--- src/rtl/fetch_queue_unit_if.sv ---
// Bundles the predict, inst SRAM and decode-side signals of the fetch queue unit.
// master: the fetch queue unit itself; slave: its surrounding pipeline/SRAM.
interface fetch_queue_unit_if;
  logic        pred_valid;
  logic [31:0] pred_addr;
  logic [1:0]  pred_num;
  logic        pred_ready;
  logic        inst_sram_we;
  logic [31:0] inst_sram_addr;
  logic [31:0] inst_sram_wdata;
  logic [31:0] inst_sram_rdata;
  logic        inst_valid;
  logic        inst_ready;
  logic [31:0] inst_pc;
  logic [31:0] inst_word;
  logic        flush;

  modport master (
    input  pred_valid, pred_addr, pred_num, inst_sram_rdata, inst_ready, flush,
    output pred_ready, inst_sram_we, inst_sram_addr, inst_sram_wdata,
           inst_valid, inst_pc, inst_word
  );

  modport slave (
    output pred_valid, pred_addr, pred_num, inst_sram_rdata, inst_ready, flush,
    input  pred_ready, inst_sram_we, inst_sram_addr, inst_sram_wdata,
           inst_valid, inst_pc, inst_word
  );
endinterface

--- src/rtl/fetch_queue_unit.sv ---
// Fetch queue: turns predict packets into sequential inst SRAM reads and queues PC-tagged words for decode.
// Optional FETCH_PERF_CNT_EN adds perf_inst_cnt / perf_stall_cnt outputs.
//   state | meaning
//   IDLE  | no packet in progress; may accept when the queue has room for 4 words
//   ISSUE | presenting one SRAM read address per cycle until the packet is exhausted
module fetch_queue_unit #(
  parameter int          QUEUE_DEPTH = 8,
  parameter logic [31:0] RESET_PC    = 32'h1C000000
) (
  input logic clk,
  input logic rst,
  fetch_queue_unit_if.master bus
`ifdef FETCH_PERF_CNT_EN
  ,
  output logic [31:0] perf_inst_cnt,
  output logic [31:0] perf_stall_cnt
`endif
);

  localparam int AW = $clog2(QUEUE_DEPTH);
  localparam int CW = AW + 1;
  localparam int OW = CW + 2;
  localparam logic [OW-1:0] CAP = OW'(QUEUE_DEPTH - 4);

  typedef enum logic {IDLE, ISSUE} state_t;

  state_t      state_q, state_d;
  logic [31:0] cur_addr_q, cur_addr_d;
  logic [2:0]  rem_q, rem_d;
  logic [31:0] last_addr_q;
  logic [31:0] resp_pc_q;
  logic        resp_pending_q;

  logic [31:0]   mem_pc   [QUEUE_DEPTH];
  logic [31:0]   mem_word [QUEUE_DEPTH];
  logic [AW-1:0] wr_ptr_q, rd_ptr_q;
  logic [CW-1:0] count_q;

  logic [OW-1:0] occ;
  logic          accept, issue, push, pop;

  // Occupancy counts queued words plus every word issued or still to be issued.
  always_comb begin
    occ = OW'(count_q) + OW'(resp_pending_q);
    if (state_q == ISSUE) occ = occ + OW'(rem_q);
  end

  assign bus.pred_ready = (state_q == IDLE) && !bus.flush && !rst && (occ <= CAP);
  assign accept = bus.pred_valid && bus.pred_ready;
  assign issue  = (state_q == ISSUE) && !bus.flush && !rst;
  assign push   = resp_pending_q;
  assign pop    = bus.inst_valid && bus.inst_ready;

  always_comb begin
    state_d    = state_q;
    cur_addr_d = cur_addr_q;
    rem_d      = rem_q;
    if (bus.flush) begin
      state_d = IDLE;
      rem_d   = '0;
    end else begin
      case (state_q)
        IDLE: begin
          if (accept) begin
            cur_addr_d = bus.pred_addr;
            rem_d      = {1'b0, bus.pred_num} + 3'd1;
            state_d    = ISSUE;
          end
        end
        ISSUE: begin
          cur_addr_d = cur_addr_q + 32'd4;
          rem_d      = rem_q - 3'd1;
          if (rem_q == 3'd1) state_d = IDLE;
        end
        default: state_d = IDLE;
      endcase
    end
  end

  always_ff @(posedge clk) begin
    if (rst) begin
      state_q        <= IDLE;
      cur_addr_q     <= '0;
      rem_q          <= '0;
      last_addr_q    <= RESET_PC;
      resp_pc_q      <= '0;
      resp_pending_q <= 1'b0;
    end else begin
      state_q        <= state_d;
      cur_addr_q     <= cur_addr_d;
      rem_q          <= rem_d;
      resp_pending_q <= issue;
      if (issue) begin
        last_addr_q <= cur_addr_q;
        resp_pc_q   <= cur_addr_q;
      end
    end
  end

  // The address bus holds its last value whenever nothing is being issued.
  assign bus.inst_sram_addr  = issue ? cur_addr_q : last_addr_q;
  assign bus.inst_sram_we    = 1'b0;
  assign bus.inst_sram_wdata = '0;

  always_ff @(posedge clk) begin
    if (rst) begin
      wr_ptr_q <= '0;
      rd_ptr_q <= '0;
      count_q  <= '0;
      for (int i = 0; i < QUEUE_DEPTH; i++) begin
        mem_pc[i]   <= '0;
        mem_word[i] <= '0;
      end
    end else if (bus.flush) begin
      wr_ptr_q <= '0;
      rd_ptr_q <= '0;
      count_q  <= '0;
    end else begin
      if (push) begin
        mem_pc[wr_ptr_q]   <= resp_pc_q;
        mem_word[wr_ptr_q] <= bus.inst_sram_rdata;
        wr_ptr_q           <= wr_ptr_q + AW'(1);
      end
      if (pop) rd_ptr_q <= rd_ptr_q + AW'(1);
      case ({push, pop})
        2'b10:   count_q <= count_q + CW'(1);
        2'b01:   count_q <= count_q - CW'(1);
        default: count_q <= count_q;
      endcase
    end
  end

  assign bus.inst_valid = (count_q != '0);
  assign bus.inst_pc    = mem_pc[rd_ptr_q];
  assign bus.inst_word  = mem_word[rd_ptr_q];

  a_no_overflow: assert property (@(posedge clk) disable iff (rst || bus.flush)
    !(push && !pop && (count_q == CW'(QUEUE_DEPTH))));

`ifdef FETCH_PERF_CNT_EN
  always_ff @(posedge clk) begin
    if (rst) begin
      perf_inst_cnt  <= '0;
      perf_stall_cnt <= '0;
    end else begin
      if (pop && !bus.flush) perf_inst_cnt <= perf_inst_cnt + 32'd1;
      if (!bus.inst_valid && !bus.flush) perf_stall_cnt <= perf_stall_cnt + 32'd1;
    end
  end
`endif

endmodule

--- src/flat_wrapper.sv ---
// flat-port wrapper written by rule: the top's interface ports become plain ports
module fetch_queue_unit_flat 
#(
  parameter int          QUEUE_DEPTH = 8,
  parameter logic [31:0] RESET_PC    = 32'h1C000000
)
  (clk, rst, bus_pred_valid, bus_pred_addr, bus_pred_num, bus_inst_sram_rdata, bus_inst_ready, bus_flush, bus_pred_ready, bus_inst_sram_we, bus_inst_sram_addr, bus_inst_sram_wdata, bus_inst_valid, bus_inst_pc, bus_inst_word);
  fetch_queue_unit_if bus_i ();
  input logic clk;
  input logic rst;
  input wire logic [$bits(bus_i.pred_valid)-1:0] bus_pred_valid;
  input wire logic [$bits(bus_i.pred_addr)-1:0] bus_pred_addr;
  input wire logic [$bits(bus_i.pred_num)-1:0] bus_pred_num;
  input wire logic [$bits(bus_i.inst_sram_rdata)-1:0] bus_inst_sram_rdata;
  input wire logic [$bits(bus_i.inst_ready)-1:0] bus_inst_ready;
  input wire logic [$bits(bus_i.flush)-1:0] bus_flush;
  output wire logic [$bits(bus_i.pred_ready)-1:0] bus_pred_ready;
  output wire logic [$bits(bus_i.inst_sram_we)-1:0] bus_inst_sram_we;
  output wire logic [$bits(bus_i.inst_sram_addr)-1:0] bus_inst_sram_addr;
  output wire logic [$bits(bus_i.inst_sram_wdata)-1:0] bus_inst_sram_wdata;
  output wire logic [$bits(bus_i.inst_valid)-1:0] bus_inst_valid;
  output wire logic [$bits(bus_i.inst_pc)-1:0] bus_inst_pc;
  output wire logic [$bits(bus_i.inst_word)-1:0] bus_inst_word;
  assign bus_i.pred_valid = bus_pred_valid;
  assign bus_i.pred_addr = bus_pred_addr;
  assign bus_i.pred_num = bus_pred_num;
  assign bus_i.inst_sram_rdata = bus_inst_sram_rdata;
  assign bus_i.inst_ready = bus_inst_ready;
  assign bus_i.flush = bus_flush;
  assign bus_pred_ready = bus_i.pred_ready;
  assign bus_inst_sram_we = bus_i.inst_sram_we;
  assign bus_inst_sram_addr = bus_i.inst_sram_addr;
  assign bus_inst_sram_wdata = bus_i.inst_sram_wdata;
  assign bus_inst_valid = bus_i.inst_valid;
  assign bus_inst_pc = bus_i.inst_pc;
  assign bus_inst_word = bus_i.inst_word;
  fetch_queue_unit #(.QUEUE_DEPTH(QUEUE_DEPTH), .RESET_PC(RESET_PC)) u_core (.clk(clk), .rst(rst), .bus(bus_i));
endmodule
--- config.mk ---
export PLATFORM = sky130hd
export DESIGN_NAME = fetch_queue_unit_flat
export DESIGN_NICKNAME = d
export VERILOG_FILES = /design/src/rtl/fetch_queue_unit_if.sv /design/src/rtl/fetch_queue_unit.sv /design/src/flat_wrapper.sv
export SDC_FILE = /design/constraint.sdc
export NUM_CORES = 1
export LEC_CHECK = 0
export ABC_AREA = 1
export BUFFER_PORTS_ARGS = -buffer_cell sky130_fd_sc_hd__buf_4
export CORE_ASPECT_RATIO = 0.9
export CORE_MARGIN = 5
export CORE_UTILIZATION = 55
export DETAILED_ROUTE_END_ITERATION = 7
export GPL_TIMING_DRIVEN = 0
export PLACE_DENSITY_LB_ADDON = 0.08
export SYNTH_ARGS = -nofsm -noshare
export SYNTH_HDL_FRONTEND = slang
export SYNTH_SLANG_ARGS = --single-unit
--- constraint.sdc ---
create_clock -name clk -period 6.1 [get_ports clk]
set_input_delay 0.305 -clock clk [delete_from_list [all_inputs] [get_ports clk]]
set_output_delay 0.305 -clock clk [all_outputs]
set_load 0.02 [all_outputs]
==> results.txt, run 1 <==
Outcome -> finished, final reports clean
Maximum VDD drop -> 0.193 mV
Period minus WS final -> 3.60 ns
Drt pass-1 iters -> 6
CTS tree -> done
Mux share of post-synthesis cell area -> 0.000359
Antenna violations before repair -> 0
Ys Warns -> 0
Sequential power share -> 0.527
Hold/Removal Path Class -> input pin to flop
Post-synth EDFFs -> 512
Count of input and output buffers -> 168
Synth unique cells -> 39
Leakage Power -> 12.6 nW
Hpwl dp -> 55200 µm
Total track usage -> 0.283
Slowest-stage cell, CP -> dfxtp_1
CTS Sinks -> 626
Worst Path Max Fanout -> 10
Cells along the critical path -> buf_2 > buf_2 > buf_2 > nor2_1 > o22ai_1 > nor2_1 > a31oi_1 > buf_4
Simple-gate area share of the yosys netlist -> 0.208
Post-Synth XOR/XNOR Area -> 0.00157
Fillcell total -> 4283
Final Max Tran Viols -> 0
#FFs+latches synth -> 626
Layout Nets -> 3362
Slew @ Worst Pin -> 1.14 ns
Setup Skew -> 0.0238 ns
CTS Buffer Depth -> 3
H-tree levels -> 3
WL final -> 79400 µm
Die X -> 247 µm
Synth top area cells -> edfxtp_1 55%, nor2_1 15%, dfxtp_1 8.2%, nand2_1 4.9%, o21ai_0 4.9%
Sw Ratio -> 0.216
Avg Vias per Cell -> 5.49
Clock slew at reported path FFs -> 0.06 ns
Final setup viols -> 0
Post-synthesis sequential area ratio -> 0.633
IO Pins -> 202
Initial core utilization -> 0.555
Largest net degree at the start of global routing -> 60
Rows -> 78
Layout area overhead -> 16.3%
Crit path launch type -> flop
Setup CP Type -> flop to output port
Post-CTS Setup Inserts -> 0
Grt total ovfl -> 0
Root buf cell -> clkbuf_16
Syn Inst Count -> 3001
Fin crit share -> 0.589
Cell mode on critical path -> buf_2
Crit path required time -> 5.79 ns
Layout cell share with drive strength beyond 1 -> 0.120
Placed Area -> 30400 µm²
Max Cap Viol -> 0
Post-Route Setup TNS -> 0 ns
Post-synthesis compound-gate area fraction -> 0.0951
Gp weighted congestion -> 0.936
Global-route wire length before repair -> 122000 µm
Hold Slack -> 0.0238 ns
Max_slew headroom -> 0.240
Clock power frac -> 0.426
Max Clk Rate -> 0.278 GHz
Final instance area -> 32400 µm²
Core area -> 50300 µm²
P per Cell Area -> 279 nW/µm²
Total CTS buffers -> 66
Pwr Total -> 9.06 mW
Die height -> 224 µm
Cell taking the most area after synthesis -> edfxtp_1
Critical Path AT -> 3.29 ns
Max stage delay on crit path -> 0.58 ns
Die area -> 55300 µm²
Drt first-iter violations -> 2152
Vias in the first global route -> 21.4k
Remaining DRCs -> 0
Via count -> 22.0k
Synthesized cell area -> 27900 µm²
Worst-Skew Late Latency -> 0.60 ns
NetSw -> 1.95 mW
Async S/R FF share, synth -> 0
RSZ-0062 raised after global routing -> no
Main combinational cell family by area after synthesis -> simple AND/OR/NAND/NOR gates
Main synth FF type -> edfxtp_1
Avg Inst Size Synth -> 9.29 µm²
P_int -> 7.10 mW
CP endpoint kind -> output port
Avg WL per Cell -> 19.8 µm
Synth top area share -> 0.551
FF-to-FF setup slack -> 2.82 ns
Fin. Hold Viols -> 0
ANT cells -> 0
Logic gate share of total power -> 0.046
Adder-cell share of the synthesized area -> 0.00565
Routed Antenna Nets -> 0
routing by layer:
layer,GRT usage,share of wire,vias to the layer above,wire length (µm)
li1,-,-,10490,-
met1,0.380,0.40,10418,31800
met2,0.473,0.49,917,38500
met3,0.0545,0.085,149,6720
met4,0.0877,0.029,0,2320
met5,0,0,-,0
repair_timing:
item,in CTS,in global routing
hold endpoints to repair,2,0
gates resized for setup,0,0
hold buffers,2,0
placed cells by master, fill, tap and decap left out, types with 2 or more instances in the layout:
cell type,n
bufinv_16,3
ha_1,11
xor2_1,3
inv_2,6
nand2_1,357
buf_2,69
buf_16,5
buf_1,11
nor2_1,1081
inv_1,126
conb_1,33
a31oi_1,64
nand2_4,10
o21ai_0,273
xnor2_1,2
buf_4,206
o21ai_1,3
clkinv_1,9
a21oi_1,86
edfxtp_1,512
buf_12,3
nor2_2,5
dfxtp_1,114
o22ai_1,64
clkbuf_8,5
nand2_2,2
buf_6,2
clkbuf_16,68
nand3_1,42
clkinv_2,7
o31ai_1,3
dlygate4sd3_1,2
nand4_1,2
clkbuf_1,122
stage by stage:
stage	util	instances	setup WS, ns
2_1_floorplan	-	3033	3.10
3_3_place_gp	0.599	3881	1.03
3_5_place_dp	0.604	3889	2.77
4_1_cts	0.645	4006	2.47
5_1_grt	0.645	4006	2.37
6_report	0.645	4006	2.50
cells in the mapped netlist, types with 2 or more instances:
library cell,instances
clkbuf_1,101
dfxtp_1,114
inv_2,6
buf_6,2
nand2_1,365
nand2_4,2
nand3_1,42
nand4_1,2
buf_2,69
ha_1,11
o21ai_0,273
nand2_2,2
xnor2_1,2
buf_4,38
o21ai_1,3
edfxtp_1,512
nor2_2,5
inv_1,126
o22ai_1,64
xor2_1,3
buf_1,11
a31oi_1,64
a21oi_1,86
o31ai_1,3
nor2_1,1081
state kept, by name, indices dropped and copies added, names as in the netlist, 3 cells and up, named ones only:
name,cells
u_core.last_addr_q,32
u_core.rem_q,3
u_core.resp_pc_q,32
u_core.mem_word,256
u_core.mem_pc,256
u_core.wr_ptr_q,3
u_core.cur_addr_q,32
u_core.rd_ptr_q,3
u_core.count_q,4
cell families (layout without fill, tap and decap cells):
| kind of cell | count (synthesis) | count (layout) |
|---|---|---|
| other | 1 | 33 |
| buffers and inverters | 355 | 648 |
| DFF | 626 | 626 |
| xor gates and xnor gates | 5 | 5 |
| and+or+nand+nor | 1506 | 1506 |
| adders and majority gates | 12 | 12 |
| muxes | 1 | 1 |
| AOI/OAI and AO/OA | 495 | 495 |
worst paths after layout:
| path | end | from | depth (start not counted) |
|---|---|---|---|
| worst max-delay path | bus_inst_pc[31] | flop | 8 |
| worst min-delay path | u_core.cur_addr_q[1]$_SDFFE_PP0P_ | bus_pred_addr[1] | 3 |
| worst max register to register | u_core.mem_word[3][28]$_SDFFCE_PN0P_ | u_core.push$_SDFF_PP0_ | 7 |
| worst min register to register | u_core.last_addr_q[28]$_SDFF_PP1_ | u_core.last_addr_q[28]$_SDFF_PP1_ | 2 |
critical path: cells and delay by family, from the launching register on:
family / cells / cell delay (ns)
buffers and inverters: 4 / 1.47
DFF: 1 / 0.58
AOI/OAI and AO/OA: 2 / 0.44
and+or+nand+nor: 2 / 0.19
area by class of cell:
cell class                      instances  area (µm²)  area share
Sequential cell                       626       17700       0.544
Tap cell                              680         851      0.0262
Clock buffer                           94        1850      0.0570
Timing Repair Buffer                  178        1480      0.0456
Inverter                              133         499      0.0154
Multi-Input combinational cell       2052        8830       0.272
Buffer                                222        1080      0.0333
Clock inverter                         21         188     0.00579
power groups by stage:
stage,clock (mW),combinational [mW],sequential (mW)
2_1_floorplan,0,0.243,4.86
3_3_place_gp,0,0.392,4.88
3_5_place_dp,0,0.417,4.87
4_1_cts,3.88,0.419,4.78
5_1_grt,4.07,0.457,4.78
6_report,3.86,0.421,4.78
(Power assumes the default switching activity.)
==> run 2, diff against run 1 <==
Clock period 6.1 ns to 3.53 ns, I/O delays scaled along.
==> run 2 against run 1 <==
First-iteration DRC count grew 1.9%. Flip-flop and latch count unchanged. Largest cell class unchanged. Via count is 1.1% higher. Die area did not move. Non-clock buffer count increased by 50. Combinational power grew 83%. Critical path type unchanged. Clock power grew 73%. Register-to-register slack got worse by 2.6 ns. Power is 73% higher. Utilization increased by 1.0 points. Setup slack got worse by 2.4 ns.
==> results.txt, run 2 (same netlist as run 1, synthesis figures left out) <==
R2r worst-path depth -> 7
Initial core utilization -> 0.555
Setup CP Type -> flop to output port
Layout area overhead -> 18.1%
Finished Layout Cells -> 4056
Final instance area -> 32900 µm²
Global-route wire length before repair -> 123000 µm
Post-CTS Setup Inserts -> 0
Hold path cells -> 5
Outcome -> finished, final reports clean
CP endpoint kind -> output port
Layout cell share with drive strength beyond 1 -> 0.119
Core area -> 50300 µm²
Cell mode on critical path -> buf_2
Period minus WS final -> 3.39 ns
Fin crit share -> 0.961
Crit path launch type -> flop
Placed Cells incl. Taps -> 3889
Via count -> 22.2k
Grt total ovfl -> 0
P per Cell Area -> 476 nW/µm²
Crit path required time -> 3.35 ns
Die area -> 55300 µm²
Layout Nets -> 3412
Final WS setup -> 0.138 ns
Final core area utilization -> 0.655
Post-placement setup slack -> 0.290 ns
Maximum VDD drop -> 0.334 mV
Max Clk Rate -> 0.295 GHz
Post-Route Setup TNS -> 0 ns
Gp weighted congestion -> 0.936
Hpwl dp -> 55200 µm
Antenna violations before repair -> 0
Largest net degree at the start of global routing -> 60
Pwr Total -> 15.7 mW
Worst-Skew Late Latency -> 0.60 ns
Final setup viols -> 0
H-tree levels -> 3
CTS Buffer Depth -> 3
Drt first-iter violations -> 2192
Max_slew headroom -> 0.230
Slowest-stage cell, CP -> dfxtp_1
Worst Path Max Fanout -> 10
RSZ-0062 raised after global routing -> no
Fin. Hold Viols -> 0
Fillcell total -> 4220
Cells along the critical path -> buf_2 > buf_2 > buf_2 > nor2_1 > o22ai_1 > nor2_1 > a31oi_1 > buf_4
Max stage delay on crit path -> 0.59 ns
Multi-input gate area -> 8830 µm²
Die X -> 247 µm
Routed Antenna Nets -> 0
Placed Area -> 30400 µm²
Count of input and output buffers -> 168
Max Cap Viol -> 0
Avg WL per Cell -> 19.7 µm
WL final -> 79900 µm
Rows -> 78
Reg area -> 17700 µm²
Clock slew at reported path FFs -> 0.06 ns
IO Pins -> 202
Avg Vias per Cell -> 5.48
Total track usage -> 0.286
Largest registers -> u_core.mem_pc x256, u_core.mem_word x256
Setup Skew -> 0.0240 ns
Hold/Removal Path Class -> input pin to flop
Remaining DRCs -> 0
Final Max Tran Viols -> 0
Vias in the first global route -> 21.7k
Commonest non-fill, non-tap cell in the layout -> nor2_1
CTS tree -> done
Total CTS buffers -> 66
Root buf cell -> clkbuf_16
Leakage Power -> 12.8 nW
Drt pass-1 iters -> 6
Critical Path AT -> 3.22 ns
ANT cells -> 0
Slew @ Worst Pin -> 1.16 ns
Most frequent cells in the layout -> 1081 x nor2_1, 512 x edfxtp_1, 357 x nand2_1
Hold Slack -> 0.0229 ns
CTS Sinks -> 626
Die height -> 224 µm
==> run 2: cell types whose count changed in the layout (fill, tap and decap cells not counted), sizes merged <==
cell,delta
dlygate4sd3,+50
buf,-1
clkbuf,+1
==> run 2: power by group <==
| group | internal, mW | leakage, nW | switching [mW] |
|---|---|---|---|
| Clock | 3.86 | 0.993 | 2.80 |
| Sequential | 8.18 | 6.21 | 0.0764 |
| Combinational | 0.271 | 5.61 | 0.499 |
==> run 2: final cells by class <==
cell class,instances,share of cell area
repair buffers,228,0.0601
clock inverters,21,0.00570
multi-input cells,2052,0.268
clock buffers,94,0.0561
inverters,133,0.0152
flip-flops and latches,626,0.536
plain buffers,222,0.0329
well taps,680,0.0258
==> run 2: routing by layer <==
layer  track usage  vias up  wire length [µm]
li1              -    10591                 -
met1         0.381    10531             32000
met2         0.479      931             38900
met3        0.0536      166              6540
met4        0.0909        0              2510
met5             0        -                 0
==> run 2: path summary, 6_finish.rpt <==
kind	startpoint	to	slack, ns
worst max-delay path	flop	bus_inst_pc[19]	0.14
worst min-delay path	bus_flush	u_core.cur_addr_q[22]$_SDFFE_PP0P_	0.02
worst max register to register	u_core.push$_SDFF_PP0_	u_core.mem_word[3][28]$_SDFFCE_PN0P_	0.26
worst min register to register	u_core.last_addr_q[28]$_SDFF_PP1_	u_core.last_addr_q[28]$_SDFF_PP1_	0.45
==> run 2: repair_timing <==
action | CTS | global route
gates resized for setup | 0 | 3
hold buffers | 52 | 0
hold endpoints to repair | 104 | 0
endpoints found under the setup margin | 0 | 13
==> run 2: critical path, delay by kind of cell (launching register included) <==
family / cells / cell delay [ns]
AO/OA/AOI/OAI: 2 / 0.59
AND/OR/NAND/NOR: 2 / 0.16
flip-flops: 1 / 0.59
buffers and inverters: 4 / 1.27
==> run 3, diff against run 2 <==
Settings changed: GPL_TIMING_DRIVEN 0 to default.
==> run 3 against run 2 <==
Clock power hardly changed. Register-to-register slack better by 0.90 ns. Via count is 2.0% lower. First-iteration DRC count is 8.4% lower. Count of clock-buffer cells in the layout is 6 higher. Sequential power hardly changed. Die area stayed put. Flip-flop and latch count stayed put. Critical path depth is 1 lower.
==> results.txt, run 3 (same netlist as run 1, synthesis figures left out) <==
Placed Cells incl. Taps -> 3707
Grt total ovfl -> 0
Worst-Skew Late Latency -> 0.59 ns
Crit path required time -> 3.35 ns
CTS Buffer Depth -> 3
Largest registers -> u_core.mem_pc x256, u_core.mem_word x256
P per Cell Area -> 485 nW/µm²
WL met1 -> 31000 µm
Final WS setup -> 0.388 ns
H-tree levels -> 3
Maximum VDD drop -> 0.298 mV
Hold/Removal Path Class -> input pin to flop
Crit path launch type -> flop
WL final -> 75300 µm
Die X -> 247 µm
ANT cells -> 0
Total CTS buffers -> 66
Drt first-iter violations -> 2008
Met3 Routed Length -> 6160 µm
Routed Antenna Nets -> 0
Fin. Hold Viols -> 0
Most frequent cells in the layout -> 1081 x nor2_1, 512 x edfxtp_1, 349 x nand2_1
Final Max Tran Viols -> 0
Max_slew headroom -> 0.284
Antenna violations before repair -> 0
Top Metal Used -> met4
Fin crit share -> 0.890
IO Pins -> 202
CTS Sinks -> 626
Layout cell share with drive strength beyond 1 -> 0.106
Total track usage -> 0.267
Max Clk Rate -> 0.318 GHz
Leakage Power -> 12.4 nW
Outcome -> finished, final reports clean
Commonest non-fill, non-tap cell in the layout -> nor2_1
Initial core utilization -> 0.555
Post-CTS Setup Inserts -> 0
Drt pass-1 iters -> 5
RSZ-0062 raised after global routing -> no
Avg Vias per Cell -> 5.61
Metal2 WL -> 36100 µm
Die area -> 55300 µm²
Hpwl dp -> 41800 µm
Clock slew at reported path FFs -> 0.06 ns
Largest net degree at the start of global routing -> 157
Global-route wire length before repair -> 116000 µm
Remaining DRCs -> 0
Post-placement setup slack -> 0.944 ns
Layout Nets -> 3235
Root buf cell -> clkbuf_16
Rows -> 78
Core area -> 50300 µm²
Setup CP Type -> flop to output port
Setup Skew -> 0.0184 ns
CP endpoint kind -> output port
Hold Slack -> 0.0307 ns
Finished Layout Cells -> 3878
Vias in the first global route -> 21.0k
CTS tree -> done
Post-Route Setup TNS -> 0 ns
Post_cts resized -> 0
Slew @ Worst Pin -> 1.07 ns
Max Cap Viol -> 0
Die height -> 224 µm
Critical Path AT -> 2.97 ns
Layout area overhead -> 15.7%
Period minus WS final -> 3.14 ns
Worst Path Max Fanout -> 60
Avg WL per Cell -> 19.4 µm
Final setup viols -> 0
Count of input and output buffers -> 168
Via count -> 21.8k
Gp weighted congestion -> 0.917
run 3: stage by stage:
step                      cell area [µm²]   util  total power, mW
after CTS                           32300  0.642             15.7
after detailed placement            29700  0.590             9.10
after global placement              29700  0.590             9.08
final                               32300  0.642             15.7
after floorplan                     28000      -             8.82
after global routing                32300  0.642             16.1
run 3: final cells by class:
class                      instances  area, µm²
fill                            4205      18000
timing repair buffer             273       2370
tap                              680        851
multi-input combinational       2052       8830
sequential                       626      17700
clock buffer                     100       1960
clock inverter                    14       90.1
inverter                         133        509
run 3: worst paths after layout:
kind / from / to / slack [ns] / cells past startpoint
max: flop / bus_inst_word[14] / 0.39 / 7
min: bus_inst_sram_rdata[25] / u_core.mem_word[0][25]$_SDFFCE_PN0P_ / 0.03 / 3
min reg2reg: u_core.rd_ptr_q[2]$_SDFFE_PP0P_ / flop / 0.44 / 1
max reg2reg: u_core.count_q[1]$_SDFFE_PP0P_ / u_core.count_q[3]$_SDFFE_PP0P_ / 1.16 / 14
run 3: metal layers:
metal | vias to the layer above | track usage
met5 | - | 0
met4 | 0 | 0.0805
met3 | 136 | 0.0486
met2 | 877 | 0.439
met1 | 10525 | 0.366
li1 | 10230 | -
run 3: critical path, cell delays in order (launching register included):
cell	delay, ns
dfxtp_4	0.36
inv_4	0.53
buf_4	0.50
o21ai_0	0.18
o22ai_1	0.16
nor2_1	0.07
a31oi_1	0.32
buf_4	0.21
run 3: power by group:
part | switching, mW | total, mW | leakage, nW | internal (mW)
clock network | 2.77 | 6.66 | 0.994 | 3.89
registers | 0.0790 | 8.26 | 6.21 | 8.18
logic | 0.489 | 0.737 | 5.24 | 0.248
run 3: what timing repair did:
action | in CTS | in global routing
endpoints found under the hold margin | 164 | 0
endpoints found under the setup margin | 0 | 0
hold buffers | 57 | 0
